<file path="src/rtl/keypad_pkg.sv">
// keypad_pkg
//   Shared types and constants for the keypad matrix scanner.
//   state_e    : scan FSM states
//   *_BIT      : bit positions inside the 16-bit read word
//   EVT_W      : width of one stored key event
package keypad_pkg;

   typedef enum logic [1:0] {
      SCAN,
      FRAME,
      EMIT
   } state_e;

   localparam int unsigned VALID_BIT = 15;
   localparam int unsigned OVF_BIT   = 14;
   localparam int unsigned REL_BIT   = 13;
   localparam int unsigned EVT_W     = 14;

endpackage

</file>
<file path="src/rtl/keypad_evt_fifo.sv">
// keypad_evt_fifo
//   Synchronous show-ahead FIFO holding key events.
//   clk, rst_n : clock, asynchronous active-low reset (empties the FIFO)
//   push_i     : write data_i; accepted when not full, or when full with a pop in the same cycle
//   pop_i      : advance the head; ignored when empty
//   data_i     : event to store
//   data_o     : current head entry (valid while empty_o = 0)
//   full_o     : all DEPTH entries occupied
//   empty_o    : no entries stored
module keypad_evt_fifo #(
   parameter int unsigned WIDTH = 14,
   parameter int unsigned DEPTH = 8
) (
   input  logic             clk,
   input  logic             rst_n,
   input  logic             push_i,
   input  logic             pop_i,
   input  logic [WIDTH-1:0] data_i,
   output logic [WIDTH-1:0] data_o,
   output logic             full_o,
   output logic             empty_o
);

   localparam int unsigned AW = $clog2(DEPTH);

   logic [WIDTH-1:0] mem_q [DEPTH];
   logic [AW:0]      wr_q, wr_d;
   logic [AW:0]      rd_q, rd_d;
   logic             do_push, do_pop;

   // Pointers carry one extra wrap bit to tell full from empty.
   assign empty_o = (wr_q == rd_q);
   assign full_o  = (wr_q[AW] != rd_q[AW]) && (wr_q[AW-1:0] == rd_q[AW-1:0]);
   assign do_pop  = pop_i & ~empty_o;
   assign do_push = push_i & (~full_o | do_pop);
   assign data_o  = mem_q[rd_q[AW-1:0]];

   always_comb begin
      wr_d = wr_q;
      rd_d = rd_q;
      if (do_push) wr_d = wr_q + 1'b1;
      if (do_pop)  rd_d = rd_q + 1'b1;
   end

   always_ff @(posedge clk or negedge rst_n) begin
      if (!rst_n) begin
         wr_q <= '0;
         rd_q <= '0;
      end else begin
         wr_q <= wr_d;
         rd_q <= rd_d;
      end
   end

   always_ff @(posedge clk) begin
      if (do_push) mem_q[wr_q[AW-1:0]] <= data_i;
   end

endmodule

</file>
<file path="src/rtl/keypad_matrix_scanner.sv">
// keypad_matrix_scanner
//   Row/column matrix keypad scanner with frame debounce and a key-event FIFO.
//   clk, rst_n : clock, asynchronous active-low reset
//   row_oe     : one-hot row drive enable (1 = drive row low), 0 outside row scanning
//   col_in     : raw pulled-up column pins, 0 = key closed on the driven row
//   cs, rd     : read select and one-cycle read strobe; cs & rd pops one event
//   rddat      : cs ? {not empty, overflow, head event} : 0
//   irq        : level, FIFO not empty
module keypad_matrix_scanner
   import keypad_pkg::*;
#(
   parameter int unsigned ROWS       = 4,
   parameter int unsigned COLS       = 4,
   parameter int unsigned SCAN_DIV   = 125000,
   parameter int unsigned DEBOUNCE   = 3,
   parameter int unsigned FIFO_DEPTH = 8
) (
   input  logic            clk,
   input  logic            rst_n,
   output logic [ROWS-1:0] row_oe,
   input  logic [COLS-1:0] col_in,
   input  logic            cs,
   input  logic            rd,
   output logic [15:0]     rddat,
   output logic            irq
);

   localparam int unsigned N  = ROWS * COLS;
   localparam int unsigned KW = (N > 1) ? $clog2(N) : 1;
   localparam int unsigned RW = (ROWS > 1) ? $clog2(ROWS) : 1;
   localparam int unsigned DW = $clog2(SCAN_DIV);
   localparam int unsigned SW = $clog2(DEBOUNCE + 1);

   state_e           state_q, state_d;
   logic [COLS-1:0]  sync1_q, sync2_q;
   logic             run_q;
   logic [RW-1:0]    row_q, row_d;
   logic [DW-1:0]    div_q, div_d;
   logic [N-1:0]     raw_q, raw_d;
   logic [N-1:0]     prev_q, prev_d;
   logic [N-1:0]     deb_q, deb_d;
   logic [SW-1:0]    stable_q, stable_d;
   logic [KW-1:0]    k_q, k_d;
   logic             ovf_q, ovf_d;

   logic             push;
   logic [EVT_W-1:0] evt;
   logic             pop_req;
   logic             fifo_full, fifo_empty;
   logic [EVT_W-1:0] fifo_head;

   // State register and datapath registers.
   always_ff @(posedge clk or negedge rst_n) begin
      if (!rst_n) begin
         state_q  <= SCAN;
         sync1_q  <= '1;
         sync2_q  <= '1;
         run_q    <= 1'b0;
         row_q    <= '0;
         div_q    <= '0;
         raw_q    <= '0;
         prev_q   <= '0;
         deb_q    <= '0;
         stable_q <= '0;
         k_q      <= '0;
         ovf_q    <= 1'b0;
      end else begin
         state_q  <= state_d;
         sync1_q  <= col_in;
         sync2_q  <= sync1_q;
         // Rows stay released during reset; scanning begins on the first clock after it.
         run_q    <= 1'b1;
         row_q    <= row_d;
         div_q    <= div_d;
         raw_q    <= raw_d;
         prev_q   <= prev_d;
         deb_q    <= deb_d;
         stable_q <= stable_d;
         k_q      <= k_d;
         ovf_q    <= ovf_d;
      end
   end

   // Next-state logic.
   always_comb begin
      state_d  = state_q;
      row_d    = row_q;
      div_d    = div_q;
      raw_d    = raw_q;
      prev_d   = prev_q;
      deb_d    = deb_q;
      stable_d = stable_q;
      k_d      = k_q;
      unique case (state_q)
         SCAN: begin
            if (run_q) begin
               if (div_q == DW'(SCAN_DIV - 1)) begin
                  div_d = '0;
                  for (int unsigned r = 0; r < ROWS; r++) begin
                     if (row_q == RW'(r)) raw_d[r*COLS +: COLS] = ~sync2_q;
                  end
                  if (row_q == RW'(ROWS - 1)) begin
                     row_d   = '0;
                     state_d = FRAME;
                  end else begin
                     row_d = row_q + 1'b1;
                  end
               end else begin
                  div_d = div_q + 1'b1;
               end
            end
         end
         FRAME: begin
            prev_d = raw_q;
            if (raw_q != prev_q)                stable_d = SW'(1);
            else if (stable_q != SW'(DEBOUNCE)) stable_d = stable_q + 1'b1;
            if ((stable_d == SW'(DEBOUNCE)) && (raw_q != deb_q)) begin
               state_d = EMIT;
               k_d     = '0;
            end else begin
               state_d = SCAN;
            end
         end
         EMIT: begin
            if (raw_q[k_q] != deb_q[k_q]) deb_d[k_q] = raw_q[k_q];
            if (k_q == KW'(N - 1)) state_d = SCAN;
            else                   k_d     = k_q + 1'b1;
         end
         default: state_d = SCAN;
      endcase
   end

   // Outputs of the FSM.
   always_comb begin
      row_oe = '0;
      push   = 1'b0;
      evt    = '0;
      if ((state_q == SCAN) && run_q) row_oe[row_q] = 1'b1;
      if (state_q == EMIT) begin
         push         = (raw_q[k_q] != deb_q[k_q]);
         evt[REL_BIT] = ~raw_q[k_q];
         evt[KW-1:0]  = k_q;
      end
   end

   assign pop_req = cs & rd;

   // A read strobe always clears overflow; a drop only happens when no pop frees a slot.
   always_comb begin
      ovf_d = ovf_q;
      if (pop_req)                 ovf_d = 1'b0;
      else if (push && fifo_full) ovf_d = 1'b1;
   end

   keypad_evt_fifo #(
      .WIDTH (EVT_W),
      .DEPTH (FIFO_DEPTH)
   ) u_fifo (
      .clk     (clk),
      .rst_n   (rst_n),
      .push_i  (push),
      .pop_i   (pop_req),
      .data_i  (evt),
      .data_o  (fifo_head),
      .full_o  (fifo_full),
      .empty_o (fifo_empty)
   );

   assign irq = ~fifo_empty;

   always_comb begin
      rddat = '0;
      if (cs) begin
         rddat[VALID_BIT] = ~fifo_empty;
         rddat[OVF_BIT]   = ovf_q;
         if (!fifo_empty) rddat[EVT_W-1:0] = fifo_head;
      end
   end

endmodule

</file>
<file path="config.mk">
export PLATFORM = sky130hd
export DESIGN_NAME = keypad_matrix_scanner
export DESIGN_NICKNAME = d
export VERILOG_FILES = /design/src/rtl/keypad_pkg.sv /design/src/rtl/keypad_evt_fifo.sv /design/src/rtl/keypad_matrix_scanner.sv
export SDC_FILE = /design/constraint.sdc
export NUM_CORES = 1
export LEC_CHECK = 0
export ABC_CLOCK_PERIOD_IN_PS = 11400
export CAP_MARGIN = 30
export CORE_ASPECT_RATIO = 0.7
export CORE_MARGIN = 1.5
export CORE_UTILIZATION = 28
export CTS_CLUSTER_SIZE = 28
export DETAILED_ROUTE_END_ITERATION = 8
export PLACE_DENSITY_LB_ADDON = 0.08
export SLEW_MARGIN = 25
export SYNTH_ARGS = -nofsm -noshare
export SYNTH_HDL_FRONTEND = slang
export SYNTH_HIERARCHICAL = 1
export SYNTH_SLANG_ARGS = --single-unit
export TNS_END_PERCENT = 1
</file>
<file path="constraint.sdc">
create_clock -name clk -period 11.4 [get_ports clk]
set_input_delay 2.28 -clock clk [delete_from_list [all_inputs] [get_ports clk]]
set_output_delay 2.28 -clock clk [all_outputs]
set_load 0.005 [all_outputs]
</file>
==> results.toml, run 1 <==
[hold_path]
hp-class = "flop to flop"

[cells_and_area]
nFillCells = 3164
multiInputGateArea_um2 = 3710
antenna_cells = 0
instances_no_fill = 1194
area_delta_synth_final_pct = 20.2
post-route-util_pct = 34.4
regArea_um2 = 5700
final_nets = 768
drive_above_1_share_pct = 16.2

[cts]
clock_path_buffers = 3
cts_resized = 0
numCtsBuffers = 24
cts-root-buf = "clkbuf_16"
cts_setup_buffers = 0
h-tree-depth = 1
tritoncts = "yes"
cts.sinks = 205
insertion_delay_ps = 540
cts_hold_buffers = 0
clk_pin_slew_ps = 60

[power]
max-vdd-ir-drop_mv = 0.123
p_leak_nw = 4.44
power.density_nw_per_um2 = 170
finalPower_mw = 1.90

[grt]
grt_pass1_vias = 5636
gr-total-overflow = 0
grt_max_degree = 70
grt_pass1_wl_um = 33400
antenna_found_initial = 0
grt_usage_pct = 12.7

[job]
drv_cap = 0

[placed_design]
gp_congestion = 0.734
dp.cells = 1146
port_buffers = 28
hpwl_um = 14200

[yosys]
synth_cell_types = 53
synthCells = 639
synthArstFlopShare_pct = 45.4
synth.area.top_cells = "edfxtp_1 (36%), dfrtp_1 (23%), mux4_1 (7.1%)"
yosysWarnings = 6
syn_avg_cell_area_um2 = 14.6
synth_edf_count = 112
synth_ff_type = "edfxtp_1"
yosysTopAreaCell = "edfxtp_1"
synth_area_um2 = 9300
ys_ff_latch = 205
ys_seq_area_share_pct = 61.3
yosys.area.top_type_share_pct = 36.2

[critical_path]
arrival_ps = 4230
cp_max_fo = 15
endpoint_kind = "output port"
timing.critical_path.from_type = "input pin"
worstPathRequired_ps = 9120
critical_path_class = "input pin to output port"

[route]
dr_total_vias = 5439
ant_nets = 0
drt_wl_total_um = 21300
first_pass_iters = 5
via_per_inst = 4.56
post_drt_wl_per_cell_um = 17.8
drcViolationCount = 0
first_iter_violations = 341

[timing]
skew_ps = 15.0
fmax_mhz = 154
report.final.slew_viol_count = 0
worstMarginPinSlew_ps = 973
hold_violations = 0
period_share_pct = 57.1
relSlewSlack_pct = 35.1
grt_setup_unrepaired = "no"
holdWs_ps = 356
setup_tns_ps = 0
setup_viol = 0
min_period_ps = 6510

[outcome]
status = "finished, final reports clean"

[floorplan]
start_util_pct = 28.6
fp.dieArea_um2 = 34300
pin_count = 29
rows = 55
die_w_um = 221
die_height_um = 155
core_area_um2 = 32500
## path summary, 6_finish.rpt
path | startpoint | to | slack, ps | cells past startpoint
setup reg to reg | k_q[1] | u_fifo/mem_q[4][4] | 7480 | 7
setup / recovery | cs | rddat[0] | 4890 | 4
min in group asynchronous | rst_n | deb_q[0] | 1680 | 1
max in group asynchronous | rst_n | sync2_q[0] | 8750 | 3
hold reg to reg | sync1_q[1] | sync2_q[1] | 360 | 0
hold / removal | sync1_q[1] | sync2_q[1] | 360 | 0
## layer usage
metal / track usage [%] / vias up / routed length (um)
met5: 0 / - / 0
li1: - / 2578 / -
met1: 18.6 / 2758 / 11000
met4: 3.61 / 0 / 552
met2: 19.1 / 70 / 9160
met3: 2.38 / 33 / 601
## stage by stage
step	setup WS (ps)	cell area, um2
floorplan	6220	9570
global placement	4860	10300
detailed placement	4800	10300
CTS	4800	11100
global route	4690	11200
finish	4890	11200
## cells in the final DEF (no fill, tap or decap), drive strengths merged, types with 31 or more instances in the layout
cell type and instances:
a21oi 33, mux2 34, conb 73, edfxtp 112, dfrtp 85, o21ai 45
clkbuf 33, mux4 36, nand2 31, xnor2 36
## cells by family (layout without fill, tap and decap cells)
kind of cell | count (synthesis) | count (layout) | synth area share, %
XOR/XNOR | 57 | 57 | 5.45
AND/OR/NAND/NOR | 143 | 143 | 8.17
adder cells (fa/ha/maj) | 11 | 11 | 1.48
flip-flops | 205 | 205 | 61.3
AO/OA/AOI/OAI | 106 | 106 | 6.63
multiplexers | 75 | 75 | 14.7
buffers and inverters | 40 | 97 | 2.25
other | 2 | 73 | 0.0808
## registers in the layout, summed over array words and instances, names as in the netlist
signal and count:
deb_q 16, sync1_q 4, run_q 1, u_fifo/wr_q 4, k_q 4, raw_q 16
div_q 17, state_q 2, u_fifo/mem_q 112, prev_q 16, row_q 2, u_fifo/rd_q 4
stable_q 2, ovf_q 1, sync2_q 4
## cell type report
| cell class | instances | area share, % |
|---|---|---|
| timing repair buffer | 44 | 3.85 |
| inverter | 9 | 0.302 |
| multi-input combinational | 465 | 33.2 |
| tap | 427 | 4.78 |
| clock inverter | 11 | 0.839 |
| sequential | 205 | 51.0 |
| clock buffer | 33 | 6.08 |
## worst max-delay path, cell delays in order
cell             delay [ps]
clkdlybuf4s50_1         480
nor2b_1                 610
and2_1                  320
clkdlybuf4s50_1         540
## report_power, final
part / switching, mW / total, mW / internal, mW / leakage [nW]
Combinational: 0.148 / 0.315 / 0.166 / 1.73
Clock: 0.309 / 0.751 / 0.442 / 0.378
Sequential: 0.0342 / 0.835 / 0.800 / 2.33
## cell usage after synthesis (3+ instances only)
master    instances
dfstp_2           8
nor3_1            5
nand3b_1          3
nor3b_1           4
edfxtp_1        112
mux4_2           11
xor2_1           21
nand2_1          31
nand3_1           6
o21ai_0          44
buf_6             5
inv_1             8
dfrtp_1          85
a31oi_1          17
and4_1            3
nor2_1           29
a21oi_1          33
nor4_1            7
clkbuf_1         17
mux4_1           25
buf_2             4
and2_1           28
xnor2_1          35
and3_1            5
mux2i_1           3
nand4_1          13
mux2_2           34
ha_1             11
Note: power is estimated with default switching activity, not from simulation.
==> run 2, diff against run 1 <==
ABC_CLOCK_PERIOD_IN_PS = 5200   (was 11400)
clock period = 5.2 ns   (was 11.4 ns; I/O delays follow)
==> run 2 against run 1 <==
Against the previous run:
- critical endpoint unchanged
- die area did not move
- critical path depth rose by 3
- wire length is 0.85% higher
- sequential cell count did not move
- critical path type is now flop to output port
- global-route usage up 0.19 points
- cell area fell by 1.2%
==> results.toml, run 2 (synthesis results as in run 1) <==
[critical_path]
timing.critical_path.from_type = "flop"
endpoint_kind = "output port"
critPathLaunch = "u_fifo/rd_q[2]"
critical_path_class = "flop to output port"
reg2reg_slack_ps = 1300
critPathBufInv = 2
r2r_start = "k_q[1]"
cp_max_fo = 17
worstPathRequired_ps = 4160
path_cells = "buf_4 > xnor2_1 > nand3_2 > nor2_1 > nor2b_1 > and2_1 > clkdlybuf4s50_1"
crit_path_max_incr_delay_ps = 610
arrival_ps = 3200
cp_slowest_cell = "nor2b_1"
path_delay_family = "simple AND/OR/NAND/NOR gates"

[route]
first_iter_violations = 406
post_drt_wl_per_cell_um = 18.0
first_pass_iters = 5
ant_nets = 0
dr_total_vias = 5497
via_per_inst = 4.62
drcViolationCount = 0
drt_wl_total_um = 21500

[cts]
insertion_delay_ps = 510
tritoncts = "yes"
clock_path_buffers = 3
cts_setup_buffers = 0
cts-root-buf = "clkbuf_16"
cts_hold_buffers = 0
cts.sinks = 205
clk_pin_slew_ps = 60
cts_resized = 0
h-tree-depth = 1
numCtsBuffers = 23

[cells_and_area]
drive_above_1_share_pct = 15.3
final_nets = 767
final_cell_mix = "edfxtp_1 (112), dfrtp_1 (85), conb_1 (73)"
final_common_cell = "edfxtp_1"
antenna_cells = 0
largest_register_ffs = 112
area_delta_synth_final_pct = 18.8

[floorplan]
die_height_um = 155
fp.dieArea_um2 = 34300
start_util_pct = 28.6
core_area_um2 = 32500
die_w_um = 221
pin_count = 29
rows = 55

[placed_design]
port_buffers = 28
hpwl_um = 14400
gp_congestion = 0.758
post-place-ws_ps = 1090

[timing]
report.final.slew_viol_count = 0
relSlewSlack_pct = 37.7
fmax_mhz = 236
setup_slack_ps = 963
skew_ps = 9.29
hold_violations = 0
grt_setup_unrepaired = "no"
setup_tns_ps = 0
min_period_ps = 4240
setup_viol = 0
worstMarginPinSlew_ps = 933
period_share_pct = 81.5

[grt]
grt_pass1_vias = 5551
gr-total-overflow = 0
grt_usage_pct = 12.9
grt_pass1_wl_um = 33800
antenna_found_initial = 0
grt_max_degree = 52

[power]
power.density_nw_per_um2 = 367
max-vdd-ir-drop_mv = 0.198
p_leak_nw = 4.39

[outcome]
status = "finished, final reports clean"

[hold_path]
hp-class = "flop to flop"
hold_start = "sync1_q[3]"

[job]
drv_cap = 0
-- run 2: changes by cell type in the layout (fill, tap and decap cells not counted), sizes merged --
cell,before,now
clkinv,6,12
inv,11,8
clkbuf,33,28
clkinvlp,2,1
-- run 2: metrics by stage --
step	instances	power [mW]	util [%]	hold slack, ps	instance area [um2]
detailed placement	1149	2.59	31.9	347	10400
global placement	1149	2.58	31.9	346	10400
CTS	1190	4.13	34.0	356	11000
global route	1191	4.25	34.0	363	11000
floorplan	710	2.34	-	345	9570
finish	1191	4.05	34.0	355	11000
-- run 2: final cells by class --
type	instances	area (um2)
Timing Repair Buffer	44	402
Tap cell	427	534
Inverter	9	33.8
Clock buffer	28	594
Sequential cell	205	5700
Multi-Input combinational cell	465	3690
Clock inverter	13	90.1
Fill cell	3142	21400
-- run 2: worst register-to-register path: cells and delay by family, from the launching register on --
kind	cells	cell delay, ps
compound gates	1	400
xor+xnor	1	180
mux	2	920
simple gates	2	1000
buf+inv	1	340
flops	1	750
-- run 2: where the power goes --
part / switching [mW] / internal, mW
clock network: 0.652 / 0.861
logic: 0.371 / 0.371
registers: 0.0414 / 1.76
-- run 2: layer usage --
metal  global-route usage (%)  share of wire [%]  up-vias
met5                        0                  0        -
met4                     3.28                2.1        0
met3                     2.23                3.2       29
met2                     19.7                 44       88
met1                     18.9                 51     2805
li1                         -                  -     2575
-- run 2: worst paths after layout --
path,endpoint,depth (start not counted)
max in group asynchronous,raw_q[14],2
worst min-delay path,sync2_q[3],0
worst max register to register,u_fifo/mem_q[7][3],7
worst min register to register,sync2_q[3],0
min in group asynchronous,prev_q[13],1
worst max-delay path,rddat[0],7
==> run 3, diff against run 2 <==
ABC_CLOCK_PERIOD_IN_PS = 3900   (was 5200)
clock period = 3.9 ns   (was 5.2 ns; I/O delays follow)
==> run 3 against run 2 <==
Against the previous run:
- worst setup slack worse by 790 ps
- total power is 40% higher
- sequential share of layout area is 0.79 points lower
- clock power is 51% higher
- via count is 0.38% higher
- final cell count is 0.59% higher
- core utilization is 0.53 points higher
- non-clock buffer count is 4 higher
- hold slack worse by 46 ps
- combinational power is 30% higher
- clock skew is 2.1 ps lower
- critical path type unchanged
- critical endpoint is now rddat[5]
==> results.toml, run 3 (synthesis results as in run 1) <==
[cts]
tritoncts = "yes"
h-tree-depth = 1
cts_setup_buffers = 0
cts-root-buf = "clkbuf_16"
clk_pin_slew_ps = 60
numCtsBuffers = 24
clock_path_buffers = 3
cts_hold_buffers = 0
insertion_delay_ps = 520
cts.sinks = 205
cts_resized = 0

[cells_and_area]
largest_register_ffs = 112
antenna_cells = 0
final_nets = 772
nFillCells = 3181
final_cell_mix = "edfxtp_1 (112), dfrtp_1 (85), conb_1 (73)"
area_delta_synth_final_pct = 20.7
final_common_cell = "edfxtp_1"
drive_above_1_share_pct = 17.0

[job]
drv_cap = 0

[critical_path]
arrival_ps = 2940
endpoint_kind = "output port"
timing.critical_path.from_type = "flop"
critPathBufInv = 2
path_cells = "buf_4 > mux4_1 > mux2_2 > and2_1 > clkdlybuf4s50_1"
cp_slowest_cell = "mux4_1"
worstPathRequired_ps = 3120
cp_max_fo = 18
cp.depth = 5
reg2reg_depth = 7
crit_path_max_incr_delay_ps = 670
path_delay_family = "multiplexers"
critical_path_class = "flop to output port"

[timing]
period_share_pct = 95.5
setup_viol = 0
worstMarginPinSlew_ps = 908
fmax_mhz = 269
setup_tns_ps = 0
min_period_ps = 3720
relSlewSlack_pct = 39.5
skew_ps = 7.20
hold_violations = 0
grt_setup_unrepaired = "no"
report.final.slew_viol_count = 0

[power]
max-vdd-ir-drop_mv = 0.240
p_int_mw = 4.24
finalPower_mw = 5.66
power.density_nw_per_um2 = 504
power.clock.fraction_pct = 40.3
p_seq_share_pct = 42.6
swShare_pct = 25.0
p_leak_nw = 4.48
pwr-share-comb_pct = 17.1
p_switching_mw = 1.42

[floorplan]
start_util_pct = 28.6
rows = 55
die_w_um = 221
pin_count = 29
core_area_um2 = 32500
die_height_um = 155
fp.dieArea_um2 = 34300

[route]
dr_total_vias = 5518
via_per_inst = 4.61
drt_wl_total_um = 21700
first_iter_violations = 433
first_pass_iters = 5
drcViolationCount = 0
post_drt_wl_per_cell_um = 18.1
ant_nets = 0

[placed_design]
hpwl_um = 14500
port_buffers = 28
gp_congestion = 0.805

[grt]
gr-total-overflow = 0
antenna_found_initial = 0
grt_pass1_vias = 5709
grt_max_degree = 56
grt_usage_pct = 13.2
grt_pass1_wl_um = 34600

[hold_path]
hp-class = "input pin to async pin"

[outcome]
status = "finished, final reports clean"
==> run 3: cell types whose count changed in the layout (fill, tap and decap cells not counted), sizes merged <==
cell and delta:
clkinvlp +1, clkinv -6, clkbuf +8, buf +4
==> run 3: metal layers <==
| metal | share of wire [%] | track usage [%] |
|---|---|---|
| met2 | 41 | 18.9 |
| met3 | 4.5 | 2.63 |
| met1 | 52 | 20.2 |
| met4 | 1.9 | 3.22 |
| met5 | 0 | 0 |
==> run 3: path summary, 6_finish.rpt <==
| path | startpoint | slack, ps | endpoint |
|---|---|---|---|
| min in group clk | sync1_q[1] | 360 | sync2_q[1] |
| min | rst_n | 310 | prev_q[10] |
| min reg2reg | sync1_q[1] | 360 | sync2_q[1] |
| max reg2reg | k_q[1] | 430 | u_fifo/mem_q[6][0] |
| max | u_fifo/rd_q[0] | 180 | rddat[5] |
| max in group asynchronous | rst_n | 2790 | k_q[3] |
==> run 3: power groups by stage <==
| stage | clock network [mW] | registers (mW) | logic (mW) |
|---|---|---|---|
| finish | 2.28 | 2.41 | 0.968 |
| global placement | 0 | 2.45 | 0.982 |
| global route | 2.45 | 2.42 | 1.07 |
| detailed placement | 0 | 2.45 | 0.991 |
| floorplan | 0 | 2.43 | 0.691 |
| CTS | 2.36 | 2.41 | 0.993 |
==> run 3: stage by stage <==
| step | hold WS (ps) | std cells | utilization (%) | cell area (um2) | setup WS, ps |
|---|---|---|---|---|---|
| final | 309 | 1198 | 34.5 | 11200 | 176 |
| after global routing | 358 | 1198 | 34.5 | 11200 | 31.6 |
| after CTS | 329 | 1198 | 34.5 | 11200 | 158 |
| after detailed placement | 347 | 1154 | 32.0 | 10400 | 398 |
| after global placement | 345 | 1154 | 32.0 | 10400 | 513 |
| after floorplan | 345 | 710 | - | 9570 | 88.2 |
==> run 3: final cells by class <==
type                       count  area (um2)  share of cell area, %
inverter                       9        33.8                  0.301
timing repair buffer          48         428                   3.81
clock inverter                 8        70.1                  0.624
tap                          427         534                   4.76
clock buffer                  36         752                   6.70
multi-input combinational    465        3700                   33.0
sequential                   205        5700                   50.8
==> RTL change, RTL diff (config.mk and constraints of run 3) <==
Register the inputs `col_in`, `cs` and `rd` before use. The logic sees them one clock later. Comments in the files are not updated.
--- a/src/rtl/keypad_matrix_scanner.sv
+++ b/src/rtl/keypad_matrix_scanner.sv
@@ -32,2 +32,12 @@
    localparam int unsigned SW = $clog2(DEBOUNCE + 1);
+
+   logic [COLS-1:0] col_q;
+   logic cs_q;
+   logic rd_r;
+
+   always_ff @(posedge clk) begin
+      col_q <= col_in;
+      cs_q  <= cs;
+      rd_r  <= rd;
+   end
 
@@ -68,3 +78,3 @@
          state_q  <= state_d;
-         sync1_q  <= col_in;
+         sync1_q  <= col_q;
          sync2_q  <= sync1_q;
@@ -145,3 +155,3 @@
 
-   assign pop_req = cs & rd;
+   assign pop_req = cs_q & rd_r;
 
@@ -172,3 +182,3 @@
       rddat = '0;
-      if (cs) begin
+      if (cs_q) begin
          rddat[VALID_BIT] = ~fifo_empty;
Formal check against the unedited RTL: no difference found for any inputs over 10 cycles, from zero or initial values and one cycle with rst_n low; that may be too few to reach the edited logic, so the function may still have changed.
==> RTL change against run 3 <==
Cell area grew 1.6%. Synthesized area increased by 1.1%. Clock skew hardly changed. Wire length down 2.9%. Setup slack improved by 0.17 ns. Sequential cell count grew 6. First-iteration DRC count shrank 24%. Count of clock-buffer cells in the layout down 6. Sequential share of layout area increased by 0.27 points. Critical path type unchanged. Largest cell class unchanged. Highest routed layer unchanged.
Power is not compared: it rests on default switching activity, and its combinational part moved more than twofold at a synthesized area within 25%.
==> RTL change: results (changes against run 3) <==
* Critical path endpoint: rddat[2]
* Register area share after synthesis at 61.89% (+0.59 points)
* Max FO, Critical Path at 11 (-7)
* Vias in the first global route at 5625 (-1.5%)
* Max incr delay on CP at 0.69 ns (+0.02 ns)
* Flop2flop setup slack at 0.56 ns (+0.13 ns)
* DRT Pass-1 Iters at 4 (-1)
* Post-Layout Cell Count at 1209 (+0.92%)
* Routability Congestion at 0.7599 (-5.6%)
* Synth Warn # at 6 (unchanged)
* Largest net degree at the start of global routing at 55 (-1.8%)
* Reg2reg end: u_fifo/mem_q[5][5]
* Crit path DAT at 2.77 ns (-0.17 ns)
* Final setup margin at 0.3459 ns (+0.1703 ns)
* Fin nets at 783 (+1.4%)
* GRT Util Overall at 12.52% (-0.69 points)
* Vias per cell at 4.558 (-1.0%)
* Area after DPL at 10520 um^2 (+1.2%)
* Post-synth ARST share at 44.08% (-1.3 points)
* Crit path launch: u_fifo/rd_q[1]
* H-tree Lvls at 1 (unchanged)
* Status: complete, no violations
* Final hold slack at 0.2955 ns (-0.01367 ns)
* Synth top area cells: edfxtp_1 (36%), dfrtp_1 (23%), mux4_1 (7.0%)
* Hpwl dp at 14330 um (-1.5%)
* Distinct cells, synth at 55 (+3.8%)
* Syn_area_per_cell at 14.54 um^2 (-0.12%)
* Synth cell count leaders: edfxtp_1 (112), dfrtp_1 (85), xnor2_1 (37)
* Top Family by Delay on Critical Path: buffers and inverters
* Share of layout cells above drive strength 1 at 17.26% (+0.27 points)
* Slowest CP cell: dfrtp_1
* Post-place setup slack at 0.5289 ns (+0.1311 ns)
* First-pass GRT wire length at 33480 um (-3.2%)
==> RTL change: routing by layer <==
metal	share of wire [%]	vias to the layer above	GRT usage (%)	routed length, um
met2	42	77	18.26	8867
met1	53	2795	19.18	11070
met4	1.6	0	2.903	342
met3	3.7	23	2.122	789
met5	0	-	0	0
li1	-	2616	-	-
==> RTL change: cell families after synthesis <==
family | count (synthesis) | synth area share, %
flops | 211 | 61.89
simple gates | 145 | 8.128
compound gates | 106 | 6.492
mux | 75 | 14.39
xor+xnor | 55 | 5.202
buf+inv | 42 | 2.355
fa+ha+maj | 11 | 1.463
other cells | 2 | 0.07985
==> RTL change: area by class of cell <==
cell class                 instances  area [um^2]
clock buffer                      30        674.4
clock inverter                    14        191.4
fill                            3154        21290
inverter                          13        48.80
multi-input combinational        465         3675
sequential                       211         5821
tap                              427        534.3
timing repair buffer              49        451.7
